## src/rtl/barrelshift_if.sv

```systemverilog
// Operand/result bundle for the barrel shifter: sampled operand fields plus the
// registered result. The master drives operands; the slave returns the result.
interface barrelshift_if #(
  parameter int WIDTH = 8,
  parameter int SHW   = $clog2(WIDTH)
);
  logic [WIDTH-1:0] In;
  logic [SHW-1:0]   n;
  logic             Lr;
  logic [1:0]       mode;
  logic             in_valid;
  logic [WIDTH-1:0] out;
  logic             out_valid;

  modport master (
    output In, n, Lr, mode, in_valid,
    input  out, out_valid
  );

  modport slave (
    input  In, n, Lr, mode, in_valid,
    output out, out_valid
  );
endinterface

```

## src/rtl/barrelshift.sv

```systemverilog
// Single-cycle registered barrel shifter: logical, arithmetic and rotate shifts
// in either direction, built as a log-depth chain of power-of-two mux stages.
module barrelshift #(
  parameter int WIDTH = 8,
  parameter int SHW   = $clog2(WIDTH)
) (
  input logic         clk,
  input logic         rst_n,
  barrelshift_if.slave bus
);

  typedef enum logic [1:0] {
    MODE_LOGIC = 2'b00,
    MODE_ARITH = 2'b01,
    MODE_ROT   = 2'b10,
    MODE_RSVD  = 2'b11
  } mode_e;

  mode_e            mode_sel;
  logic             rotate;
  logic             sign_fill;
  logic [SHW:0][WIDTH-1:0] stage;
  logic [WIDTH-1:0] out_q;
  logic             valid_q;

  // Reserved mode falls through to logical; arithmetic left equals logical left,
  // so sign fill only applies to right shifts of a negative operand.
  always_comb begin
    mode_sel  = mode_e'(bus.mode);
    rotate    = (mode_sel == MODE_ROT);
    sign_fill = (mode_sel == MODE_ARITH) && !bus.Lr && bus.In[WIDTH-1];
  end

  assign stage[0] = bus.In;

  // Stage k shifts by 2**k when n[k] is set; vacated bits take either the
  // wrapped-out bits (rotate), the sign bit, or zero.
  for (genvar k = 0; k < SHW; k++) begin : g_stage
    localparam int S = 2 ** k;
    if (S < WIDTH) begin : g_shift
      logic [WIDTH-1:0] l_res;
      logic [WIDTH-1:0] r_res;
      always_comb begin
        l_res = {stage[k][WIDTH-1-S:0],
                 rotate ? stage[k][WIDTH-1:WIDTH-S] : {S{1'b0}}};
        r_res = {rotate ? stage[k][S-1:0] : {S{sign_fill}},
                 stage[k][WIDTH-1:S]};
      end
      assign stage[k+1] = !bus.n[k] ? stage[k] : (bus.Lr ? l_res : r_res);
    end else begin : g_pass
      assign stage[k+1] = stage[k];
    end
  end

  always_ff @(posedge clk or negedge rst_n) begin
    if (!rst_n) begin
      out_q   <= '0;
      valid_q <= 1'b0;
    end else begin
      valid_q <= bus.in_valid;
      if (bus.in_valid) out_q <= stage[SHW];
    end
  end

  assign bus.out       = out_q;
  assign bus.out_valid = valid_q;

endmodule

```

## src/flat_wrapper.sv

```systemverilog
// flat-port wrapper written by rule: the top's interface ports become plain ports
module barrelshift_flat 
#(
  parameter int WIDTH = 8,
  parameter int SHW   = $clog2(WIDTH)
)
  (clk, rst_n, bus_In, bus_n, bus_Lr, bus_mode, bus_in_valid, bus_out, bus_out_valid);
  barrelshift_if #(.WIDTH(WIDTH), .SHW(SHW)) bus_i ();
  input logic clk;
  input logic rst_n;
  input wire logic [$bits(bus_i.In)-1:0] bus_In;
  input wire logic [$bits(bus_i.n)-1:0] bus_n;
  input wire logic [$bits(bus_i.Lr)-1:0] bus_Lr;
  input wire logic [$bits(bus_i.mode)-1:0] bus_mode;
  input wire logic [$bits(bus_i.in_valid)-1:0] bus_in_valid;
  output wire logic [$bits(bus_i.out)-1:0] bus_out;
  output wire logic [$bits(bus_i.out_valid)-1:0] bus_out_valid;
  assign bus_i.In = bus_In;
  assign bus_i.n = bus_n;
  assign bus_i.Lr = bus_Lr;
  assign bus_i.mode = bus_mode;
  assign bus_i.in_valid = bus_in_valid;
  assign bus_out = bus_i.out;
  assign bus_out_valid = bus_i.out_valid;
  barrelshift #(.WIDTH(WIDTH), .SHW(SHW)) u_core (.clk(clk), .rst_n(rst_n), .bus(bus_i));
endmodule
```

## config.mk

```make
export PLATFORM = sky130hd
export DESIGN_NAME = barrelshift_flat
export DESIGN_NICKNAME = d
export VERILOG_FILES = /design/src/rtl/barrelshift_if.sv /design/src/rtl/barrelshift.sv /design/src/flat_wrapper.sv
export SDC_FILE = /design/constraint.sdc
export NUM_CORES = 1
export LEC_CHECK = 0
export CORE_ASPECT_RATIO = 0.8
export CORE_MARGIN = 2
export CORE_UTILIZATION = 54
export CTS_BUF_LIST = sky130_fd_sc_hd__clkbuf_4
export DETAILED_ROUTE_END_ITERATION = 6
export PLACE_DENSITY_LB_ADDON = 0.25
export RECOVER_POWER = 25
export SLEW_MARGIN = 20
export SYNTH_ARGS = -nofsm -noshare
export SYNTH_HDL_FRONTEND = slang
export SYNTH_SLANG_ARGS = --single-unit
```

## constraint.sdc

```tcl
create_clock -name clk -period 1.75 [get_ports clk]
set_input_delay 0.35 -clock clk [delete_from_list [all_inputs] [get_ports clk]]
set_output_delay 0.35 -clock clk [all_outputs]
set_load 0.05 [all_outputs]
```

==> metrics.yaml <==
final_layout:
  area_growth_pct: 54.14
  layout-drive-gt1-share_pct: 31.28
  nets: 197
  register_area_um2: 225.2
  n_antenna_cell: 0
  fillers: 63
  postLayoutCellArea_um2: 1560
  multi_input_area_um2: 742.0
  stdcell_count: 201
worst_setup_path:
  critical_path.most_common_cell: "nand2_1"
  rr_worst_depth: 2
  startpoint_type: "primary input"
  setup.worst_path.end_class: "flip-flop"
  cp.depth: 6
  worst-path-buf-inv: 1
  critPathRequiredTime_ns: 1.93
  path_delay_family: "buffers and inverters"
  cp_slowest_cell: "clkdlybuf4s50_1"
  worstPathArrival_ns: 1.95
  crit_chain: "clkdlybuf4s50_1 > nand2_1 > nand4_1 > a211oi_2 > nand2_1 > o221a_2"
  path_class: "primary input to flip-flop"
  cp_max_fo: 7
  cpPeakStageDelay_ns: 0.59
timing:
  period_minus_slack_ns: 1.764
  finalMaxSlewViolations: 0
  finClkSkew_ns: 0
  holdWs_ns: 0.4567
  fmax_ghz: 0.5669
  slew_headroom_pct: 66.40
  fin_crit_sh_pct: 100.8
  setup-violations-final: 1
  finalHoldViolCount: 0
  max_slew.worst_pin.slew_ns: 0.5023
  finalWorstSetupSlack_ns: -0.01406
  fin_tns_setup_ns: -0.01406
global_route:
  met3_usage_pct: 14.44
  overflow: 0
  met1_usage_pct: 53.83
  top_usage_layer: "met2"
  grt_start_max_net_pins: 12
  grt_pass1_vias: 1338
  grtUsageMet2_pct: 61.25
  grt_pass1_wl_um: 6699
  track_usage_pct: 41.69
  antenna_found_initial: 0
yosys:
  ys_seq_area_share_pct: 22.25
  netlist_top_cells_area: "dfrtp_1, mux2i_1, nor2_1"
  synthesis.area_um2: 1012
  yosys_warnings: 0
  yosys.area.top_type_share_pct: 22.25
  synth.distinct_cells: 35
  synth_top_area_cell: "dfrtp_1"
  synthCells: 125
  synth_seq_cells: 9
  syn-num-nets: 142
  syn-mean-instance-area_um2: 8.098
cts:
  htreeDepth: 1
  cts.path.max_buffers: 2
  ctsHoldBuffers: 0
  cts_sinks: 9
  worstSkewPairLatency_ns: 0.29
  clock-root-buffer: "clkbuf_4"
  clkTransAtPathRegs_ns: 0.07
  cts_tree: "built"
  cts_buffers: 3
power_and_ir_drop:
  leakage_nw: 0.7306
  pwr-share-clk_pct: 19.9
  switching_share_pct: 44.16
  p_seq_share_pct: 26.7
  p_per_area_nw_per_um2: 604.2
  internal-power_mw: 0.5264
  power_switching_mw: 0.4163
  combinationalPowerShare_pct: 53.4
  vdd_ir_drop_max_mv: 0.6411
  finalPower_mw: 0.9426
placed_design:
  portBuffers: 25
  placed_area_um2: 1456
  placedCellCount: 196
  gp_congestion: 0.9765
  dp_hpwl_um: 2728
routing:
  drtIter0Drc: 166
  post_drt_wl_per_cell_um: 22.30
  routed_wl_um: 4482
  routed_via_density: 7.025
  drtPass1Iterations: 5
  vias: 1412
  ant_nets: 0
  drc_errors: 0
floorplanning:
  die_area_um2: 2239
  fp.dieH_um: 42.73
  initial_utilization_pct: 59.84
  coreArea_um2: 1692
  die_w_um: 52.41
  ios: 26
  row_count: 13
job:
  max_cap_violations: 0
run_status:
  failed_checks: "negative setup slack"
  status: "finished with violations"
hold_path:
  hp-class: "primary input to async pin"
metal layers:
layer  wire, um  share of wire, %
met3        664                15
met5          0                 0
met1       1697                38
met4        303               6.8
met2       1816                41
power groups by stage:
stage,combinational [mW],sequential [mW],clock [mW]
final,0.503,0.252,0.188
after global routing,0.519,0.254,0.197
after CTS,0.470,0.250,0.167
after detailed placement,0.453,0.254,0
after global placement,0.440,0.252,0
after floorplan,0.166,0.348,0
synth_stat cells, drive strengths merged:
cell / count
or3: 1
o221a: 2
dfrtp: 9
nand3b: 2
a32oi: 1
a22oi: 3
o22ai: 2
inv: 4
nand3: 2
mux2i: 19
buf: 5
o32a: 1
nand2: 11
nand4: 1
a21oi: 6
o31ai: 1
clkbuf: 3
nor2b: 3
a211oi: 6
a31o: 2
o21ai: 9
a31oi: 1
nor2: 16
o211ai: 2
nand2b: 6
nand4bb: 1
o221ai: 4
and3: 1
o2111ai: 1
cell type report:
cell class / instances / area share, %
multi-input combinational: 104 / 47.55
timing repair buffer: 58 / 33.52
sequential: 9 / 14.43
tap: 22 / 1.764
clock buffer: 3 / 1.443
inverter: 4 / 0.9623
clock inverter: 1 / 0.3208
repair_timing:
item                       in CTS  in global routing
cloned                          1                  0
setup endpoints to repair       2                  6
hold endpoints to repair        0                  0
setup buffers                   0                  0
pin swaps                       0                  2
resized for setup               3                  8
through the flow:
stage	setup slack, ns	util (%)
3_5_place_dp	-0.3258	86.09
4_1_cts	0.003525	90.09
3_3_place_gp	-0.2378	86.09
6_report	-0.01406	92.23
2_1_floorplan	0.3969	-
5_1_grt	-0.03673	92.23
logic make-up after synthesis:
group                  share of synthesized area [%]
AOI/OAI and AO/OA                              30.16
muxes                                          18.79
DFF                                            22.25
buffers and inverters                          7.787
and+or+nand+nor                                21.02
cell usage in the layout, fill, tap and decap left out, types with 2 or more instances in the layout:
cell type	count
a211oi_1	3
a211oi_2	3
a21oi_1	5
a22oi_1	3
a31o_1	2
buf_4	39
clkbuf_4	3
clkdlybuf4s50_1	11
dfrtp_1	9
dlymetal6s2s_1	3
inv_1	4
mux2i_1	18
nand2_1	11
nand2b_1	6
nand3b_1	2
nor2_1	16
nor2b_1	3
o211ai_1	2
o21ai_0	4
o21ai_1	4
o221ai_1	4
o22ai_1	2
worst paths after layout:
kind	start	slack (ns)	endpoint
worst min-delay path	rst_n	0.46	u_core.bus.out_valid$_DFF_PN0_
max in group asynchronous	rst_n	0.96	u_core.bus.out[2]$_DFFE_PN0P_
worst max-delay path	bus_In[6]	-0.01	u_core.bus.out[5]$_DFFE_PN0P_
min in group clk	u_core.bus.out[1]$_DFFE_PN0P_	0.54	u_core.bus.out[1]$_DFFE_PN0P_
worst max register to register	u_core.bus.out[7]$_DFFE_PN0P_	0.88	u_core.bus.out[7]$_DFFE_PN0P_
worst min register to register	u_core.bus.out[1]$_DFFE_PN0P_	0.54	u_core.bus.out[1]$_DFFE_PN0P_
worst register-to-register path, cell delays in order (launching register included):
cell     delay [ns]
dfrtp_1        0.40
o21ai_0        0.22
a22oi_1        0.11
registers in the layout (all words and copies together), names as in the netlist:
| register | count |
|---|---|
| u_core.bus.out | 8 |
| u_core.bus.out_valid | 1 |
(Power assumes the default switching activity.)
